$ cat src/rtl/mem_request_sequencer_pkg.sv
// Shared opcode, access-size and sequencer-state types for the memory request sequencer.
// Opcode values are the MIPS primary opcode field (instruction bits [31:26]).
package mem_request_sequencer_pkg;

  localparam int OPCODE_W = 6;

  typedef enum logic [OPCODE_W-1:0] {
    RTYPE = 6'h00,
    LB    = 6'h20,
    LH    = 6'h21,
    LW    = 6'h23,
    LBU   = 6'h24,
    LHU   = 6'h25,
    SB    = 6'h28,
    SH    = 6'h29,
    SW    = 6'h2B,
    HALT  = 6'h3F
  } opcode_t;

  typedef enum logic [1:0] {
    BYTE = 2'd0,
    HALF = 2'd1,
    WORD = 2'd2
  } mem_size_t;

  typedef enum logic [1:0] {
    FETCH  = 2'd0,
    DATA   = 2'd1,
    HALTED = 2'd2
  } seq_state_t;

  // Counter must hold 0..TIMEOUT; a disabled timeout still needs one bit.
  function automatic int cnt_width(input int timeout);
    return (timeout < 1) ? 1 : $clog2(timeout + 1);
  endfunction

endpackage

$ cat src/rtl/mem_request_sequencer_if.sv
// Bundle between the sequencer (master) and the datapath / memory-control side (slave).
interface mem_request_sequencer_if #(
  parameter int WORD_W = 32
);
  localparam int BE_W = WORD_W / 8;

  logic              ihit;
  logic [WORD_W-1:0] ins;
  logic [1:0]        daddr;
  logic              dhit;
  logic              iREN;
  logic              dREN;
  logic              dWEN;
  logic [BE_W-1:0]   dbyte_en;
  logic [WORD_W-1:0] ins_q;
  logic              busy;
  logic              halted;
  logic              misalign_err;
  logic              timeout_err;

  modport master (
    input  ihit, ins, daddr, dhit,
    output iREN, dREN, dWEN, dbyte_en, ins_q, busy, halted, misalign_err, timeout_err
  );

  modport slave (
    output ihit, ins, daddr, dhit,
    input  iREN, dREN, dWEN, dbyte_en, ins_q, busy, halted, misalign_err, timeout_err
  );

endinterface

$ cat src/rtl/mem_request_sequencer_mem_access_decode.sv
// Combinational decode of a primary opcode and low address bits into access kind,
// size, byte-lane enables and a misalignment flag.
module mem_access_decode
  import mem_request_sequencer_pkg::*;
#(
  parameter  int WORD_W = 32,
  localparam int BE_W   = WORD_W / 8
) (
  input  logic [OPCODE_W-1:0] op_i,
  input  logic [1:0]          daddr_i,
  output logic                is_load_o,
  output logic                is_store_o,
  output logic                is_halt_o,
  output mem_size_t           size_o,
  output logic [BE_W-1:0]     byte_en_o,
  output logic                misaligned_o
);

  logic is_mem;

  always_comb begin
    is_load_o  = 1'b0;
    is_store_o = 1'b0;
    size_o     = WORD;
    case (op_i)
      LW:       is_load_o = 1'b1;
      LH, LHU:  begin is_load_o  = 1'b1; size_o = HALF; end
      LB, LBU:  begin is_load_o  = 1'b1; size_o = BYTE; end
      SW:       is_store_o = 1'b1;
      SH:       begin is_store_o = 1'b1; size_o = HALF; end
      SB:       begin is_store_o = 1'b1; size_o = BYTE; end
      default:  ;
    endcase
  end

  assign is_halt_o = (op_i == HALT);
  assign is_mem    = is_load_o | is_store_o;

  always_comb begin
    misaligned_o = 1'b0;
    if (is_mem) begin
      case (size_o)
        WORD:    misaligned_o = (daddr_i != 2'b00);
        HALF:    misaligned_o = daddr_i[0];
        default: misaligned_o = 1'b0;
      endcase
    end
  end

  // Halfword lanes pair up as {1,0} or {3,2}, selected by daddr[1].
  for (genvar gi = 0; gi < BE_W; gi++) begin : g_lane
    assign byte_en_o[gi] = is_mem &&
                           ((size_o == WORD) ||
                            (size_o == HALF && gi < 4 && (gi / 2) == int'(daddr_i[1])) ||
                            (size_o == BYTE && gi == int'(daddr_i)));
  end

endmodule

$ cat src/rtl/mem_request_sequencer.sv
// Fetch/data request sequencer: stalls fetch during loads/stores, drives byte lanes,
// flags misaligned accesses and data-wait timeouts, and stops permanently on HALT.
module mem_request_sequencer
  import mem_request_sequencer_pkg::*;
#(
  parameter int TIMEOUT = 15,
  parameter int WORD_W  = 32
) (
  input  logic                    CLK,
  input  logic                    RST,
  mem_request_sequencer_if.master bus
);

  localparam int BE_W  = WORD_W / 8;
  localparam int CNT_W = cnt_width(TIMEOUT);
  localparam logic [CNT_W-1:0] CNT_MAX = '1;
  localparam logic [CNT_W-1:0] CNT_LAST = (TIMEOUT < 1) ? '0 : CNT_W'(TIMEOUT - 1);

  seq_state_t        state_q;
  logic [WORD_W-1:0] ins_q;
  logic [CNT_W-1:0]  cnt_q;
  logic              misalign_err_q;
  logic              timeout_err_q;

  logic              in_load, in_store, in_halt, in_misaligned;
  mem_size_t         in_size;
  logic [BE_W-1:0]   in_byte_en;
  logic              q_load, q_store, q_halt, q_misaligned;
  mem_size_t         q_size;
  logic [BE_W-1:0]   q_byte_en;
  logic              timeout_hit;
  logic              unused_dec;

  mem_access_decode #(.WORD_W(WORD_W)) u_dec_in (
    .op_i         (bus.ins[WORD_W-1 -: OPCODE_W]),
    .daddr_i      (bus.daddr),
    .is_load_o    (in_load),
    .is_store_o   (in_store),
    .is_halt_o    (in_halt),
    .size_o       (in_size),
    .byte_en_o    (in_byte_en),
    .misaligned_o (in_misaligned)
  );

  mem_access_decode #(.WORD_W(WORD_W)) u_dec_q (
    .op_i         (ins_q[WORD_W-1 -: OPCODE_W]),
    .daddr_i      (bus.daddr),
    .is_load_o    (q_load),
    .is_store_o   (q_store),
    .is_halt_o    (q_halt),
    .size_o       (q_size),
    .byte_en_o    (q_byte_en),
    .misaligned_o (q_misaligned)
  );

  assign unused_dec  = ^{in_size, in_byte_en, q_halt, q_size, q_misaligned};
  assign timeout_hit = (TIMEOUT != 0) && (cnt_q == CNT_LAST);

  always_ff @(posedge CLK) begin
    if (RST) begin
      state_q        <= FETCH;
      ins_q          <= '0;
      cnt_q          <= '0;
      misalign_err_q <= 1'b0;
      timeout_err_q  <= 1'b0;
    end else begin
      misalign_err_q <= 1'b0;
      timeout_err_q  <= 1'b0;
      case (state_q)
        FETCH: begin
          if (bus.ihit) begin
            ins_q <= bus.ins;
            if (in_halt) begin
              state_q <= HALTED;
            end else if (in_load || in_store) begin
              if (in_misaligned) begin
                misalign_err_q <= 1'b1;
              end else begin
                state_q <= DATA;
                cnt_q   <= '0;
              end
            end
          end
        end
        DATA: begin
          // A completing access in the expiry cycle takes priority over the timeout.
          if (bus.dhit) begin
            state_q <= FETCH;
          end else if (timeout_hit) begin
            timeout_err_q <= 1'b1;
            state_q       <= FETCH;
          end else if (cnt_q != CNT_MAX) begin
            cnt_q <= cnt_q + CNT_W'(1);
          end
        end
        HALTED:  state_q <= HALTED;
        default: state_q <= FETCH;
      endcase
    end
  end

  assign bus.iREN         = (state_q == FETCH);
  assign bus.dREN         = (state_q == DATA) && q_load;
  assign bus.dWEN         = (state_q == DATA) && q_store && !q_load;
  assign bus.dbyte_en     = (state_q == DATA) ? q_byte_en : '0;
  assign bus.ins_q        = ins_q;
  assign bus.busy         = (state_q == DATA);
  assign bus.halted       = (state_q == HALTED);
  assign bus.misalign_err = misalign_err_q;
  assign bus.timeout_err  = timeout_err_q;

endmodule
$ cat src/flat_wrapper.sv
// flat-port wrapper written by rule: the top's interface ports become plain ports
module mem_request_sequencer_flat import mem_request_sequencer_pkg::*;
#(
  parameter int TIMEOUT = 15,
  parameter int WORD_W  = 32
)
  (CLK, RST, bus_ihit, bus_ins, bus_daddr, bus_dhit, bus_iREN, bus_dREN, bus_dWEN, bus_dbyte_en, bus_ins_q, bus_busy, bus_halted, bus_misalign_err, bus_timeout_err);
  mem_request_sequencer_if #(.WORD_W(WORD_W)) bus_i ();
  input  logic CLK;
  input  logic RST;
  input wire logic [$bits(bus_i.ihit)-1:0] bus_ihit;
  input wire logic [$bits(bus_i.ins)-1:0] bus_ins;
  input wire logic [$bits(bus_i.daddr)-1:0] bus_daddr;
  input wire logic [$bits(bus_i.dhit)-1:0] bus_dhit;
  output wire logic [$bits(bus_i.iREN)-1:0] bus_iREN;
  output wire logic [$bits(bus_i.dREN)-1:0] bus_dREN;
  output wire logic [$bits(bus_i.dWEN)-1:0] bus_dWEN;
  output wire logic [$bits(bus_i.dbyte_en)-1:0] bus_dbyte_en;
  output wire logic [$bits(bus_i.ins_q)-1:0] bus_ins_q;
  output wire logic [$bits(bus_i.busy)-1:0] bus_busy;
  output wire logic [$bits(bus_i.halted)-1:0] bus_halted;
  output wire logic [$bits(bus_i.misalign_err)-1:0] bus_misalign_err;
  output wire logic [$bits(bus_i.timeout_err)-1:0] bus_timeout_err;
  assign bus_i.ihit = bus_ihit;
  assign bus_i.ins = bus_ins;
  assign bus_i.daddr = bus_daddr;
  assign bus_i.dhit = bus_dhit;
  assign bus_iREN = bus_i.iREN;
  assign bus_dREN = bus_i.dREN;
  assign bus_dWEN = bus_i.dWEN;
  assign bus_dbyte_en = bus_i.dbyte_en;
  assign bus_ins_q = bus_i.ins_q;
  assign bus_busy = bus_i.busy;
  assign bus_halted = bus_i.halted;
  assign bus_misalign_err = bus_i.misalign_err;
  assign bus_timeout_err = bus_i.timeout_err;
  mem_request_sequencer #(.TIMEOUT(TIMEOUT), .WORD_W(WORD_W)) u_core (.CLK(CLK), .RST(RST), .bus(bus_i));
endmodule
$ cat config.mk
export PLATFORM = sky130hd
export DESIGN_NAME = mem_request_sequencer_flat
export DESIGN_NICKNAME = d
export VERILOG_FILES = /design/src/rtl/mem_request_sequencer_pkg.sv /design/src/rtl/mem_request_sequencer_if.sv /design/src/rtl/mem_request_sequencer_mem_access_decode.sv /design/src/rtl/mem_request_sequencer.sv /design/src/flat_wrapper.sv
export SDC_FILE = /design/constraint.sdc
export NUM_CORES = 1
export LEC_CHECK = 0
export ABC_AREA = 0
export BUFFER_PORTS_ARGS = -buffer_cell sky130_fd_sc_hd__buf_2
export CAP_MARGIN = 0
export CORE_ASPECT_RATIO = 1.75
export CORE_MARGIN = 3
export CORE_UTILIZATION = 41
export CTS_CLUSTER_SIZE = 12
export DETAILED_ROUTE_END_ITERATION = 7
export PLACE_DENSITY = 0.83
export SYNTH_ARGS = -nofsm -noshare
export SYNTH_HDL_FRONTEND = slang
export SYNTH_SLANG_ARGS = --single-unit
$ cat constraint.sdc
create_clock -name CLK -period 3.65 [get_ports CLK]
set_input_delay 0.1825 -clock CLK [delete_from_list [all_inputs] [get_ports CLK]]
set_output_delay 0.1825 -clock CLK [all_outputs]
set_load 0.01 [all_outputs]
==> metrics.yaml <==
power.switching_w: 0.000233
clkTransAtPathRegs_ns: 0.07
regArea_um2: 801
post-cts-setup-buffers: 0
synth.avg_cell_area_um2: 7.89
crit_path_start: "u_core.state_q[1]"
utilization_pct: 56.3
crit_path_max_fanout: 33
yosysTopAreaCell: "dfxtp_1"
antenna_found_initial: 0
clock-root-buffer: "clkbuf_8"
synth_edf_count: 0
final_area_mm2: 0.00224
cp-end-kind: "flop"
coreArea_mm2: 0.00398
rows: 30
switching_share_pct: 24.8
syn_to_final_growth_pct: 29.1
syn-num-nets: 260
postSynth.asyncResetShare_pct: 0
placed_cells: 336
ir_worst_vdd_mv: 0.349
syn_area_mm2: 0.00174
cts_resized: 0
die-area_mm2: 0.00508
ys.flop_type: "dfxtp_1"
drv_cap: 0
seqPwrFrac_pct: 49.9
cts_buffer_depth: 2
yosys-top-cells-area: "dfxtp_1, nand2_1, a21oi_1"
routedWlPerCell_um: 13.1
maxSlewViolCount: 0
multi_input_area_um2: 848
fp.dieW_um: 55.2
drt-initial-drc-count: 37
cts.sinks: 40
setup_viol: 0
required_ns: 3.87
first_pass_iters: 4
tns_ns: 0
numPortBuffers: 80
vias: 1766
grt_max_degree: 43
numCtsBuffers: 5
yosys_register_bits: 40
min_path_type: "input port to flop"
finalHoldViolCount: 0
wl_mm: 4.51
critPathKind: "flop to flop"
status: "complete, no violations"
yosysTopAreaCellShare_pct: 46.1
clock.fmax_mhz: 510
ios: 81
comb_power_share_pct: 12.5
rsz0062_at_grt: "no"
p_per_area_mw_per_mm2: 420
syn_inst: 220
initial_utilization_pct: 43.6
instances_no_fill: 344
netlist-cell-type-count: 37
grt.total_usage_pct: 18.5
antenna_cells: 0
tightest_slew_ns: 1.14
clock_skew_ns: 0.00310
clkPwrFrac_pct: 37.6
final.min_clock_period_ns: 1.96
cts_hold_buf: 0
layout-drive-gt1-share_pct: 31.8
dp_hpwl_mm: 3.33
routabilityCongestion: 0.736
yosysSeqAreaShare_pct: 46.1
startpoint_type: "flop"
insertion_delay_ns: 0.29
grt_pass1_vias: 1609
rr_startpoint: "u_core.state_q[1]"
ant_nets: 0
viasPerCell: 5.13
hp-start: "bus_dhit"
htreeDepth: 2
cellLeakagePower_nw: 1.06
internal_power_w: 0.000708
grt_pass1_wl_mm: 7.10
place_area_mm2: 0.00213
max_slew_margin_pct: 24.0
yosysWarningCount: 0
hold_ws_ns: 0.118
period_share_pct: 53.7
die_y_um: 92.1
cp.arrival_ns: 2.18
overflow: 0
nets: 335
fillers: 399
tritoncts: "built"
drc_errors: 0
==> registers in the layout (all words and copies together), names as in the netlist <==
signal / count
u_core.bus.ins_q: 32
u_core.cnt_q: 4
u_core.state_q: 2
u_core.bus.misalign_err: 1
u_core.bus.timeout_err: 1
==> metal layers <==
metal	global-route usage [%]	up-vias	part of all wire, %
met4	8.32	0	2.9
met2	33.4	49	56
met3	2.76	12	4.5
met5	0	-	0
li1	-	895	-
met1	19.4	810	37
==> worst paths after layout <==
kind	slack [ns]	end	depth (start not counted)
min	0.12	u_core.bus.timeout_err	2
min reg2reg	0.45	u_core.bus.ins_q[12]	2
max	1.69	u_core.bus.misalign_err	4
max reg2reg	1.69	u_core.bus.misalign_err	4
==> worst max-delay path: stages (launching register included) <==
cell and delay (ns):
dfxtp_1 0.38, nor2_2 0.25, and2_1 0.93, nand4_1 0.16, a21oi_1 0.17
==> synthesized netlist by cell type, types with 2 or more instances <==
cell type,n
a21oi_1,44
and4b_1,2
buf_2,3
buf_4,2
clkbuf_1,5
dfxtp_1,40
ha_1,2
inv_1,6
nand2_1,68
nand2b_1,2
nand3_1,2
nand4_1,2
nor2_1,4
nor2b_1,4
nor3_1,4
nor4_1,3
o21ai_0,7
==> power groups by stage <==
stage          Clock (W)  Combinational [W]  Sequential (W)
6_report        0.000354           0.000117        0.000470
5_1_grt         0.000374           0.000132        0.000473
4_1_cts         0.000357           0.000119        0.000470
3_5_place_dp           0           0.000118        0.000480
3_3_place_gp           0           0.000116        0.000479
2_1_floorplan          0          0.0000558        0.000489
==> cell families after synthesis <==
family | Yosys count | share of synthesized area (%)
flip-flops | 40 | 46.1
adder cells (fa/ha/maj) | 2 | 1.44
AO/OA/AOI/OAI | 61 | 20.5
AND/OR/NAND/NOR | 98 | 26.2
buffers and inverters | 18 | 4.97
multiplexers | 1 | 0.649
==> per-stage QoR <==
step           worst slack (ns)  total power, W
2_1_floorplan              2.05        0.000545
4_1_cts                    1.70        0.000945
5_1_grt                    1.48        0.000979
6_report                   1.69        0.000941
3_5_place_dp               1.71        0.000598
3_3_place_gp               1.77        0.000595
==> placed cells by master, fill, tap and decap left out, types with 2 or more instances in the layout <==
master	count
nand2_1	68
and4b_1	2
o21ai_0	7
nor2_1	4
nand4_1	2
dfxtp_1	40
ha_1	2
clkbuf_8	5
nor2b_1	4
buf_2	80
nand3_1	2
inv_1	6
nor3_1	4
nor4_1	3
a21oi_1	44
nand2b_1	2
==> final cells by class <==
class / count / share of cell area, %
Multi-Input combinational cell: 162 / 37.9
Sequential cell: 40 / 35.8
Timing Repair Buffer: 80 / 17.9
Clock buffer: 6 / 3.24
Tap cell: 48 / 2.68
Clock inverter: 2 / 1.56
Inverter: 6 / 1.01
No activity file was read; power rests on OpenSTA's default activity.
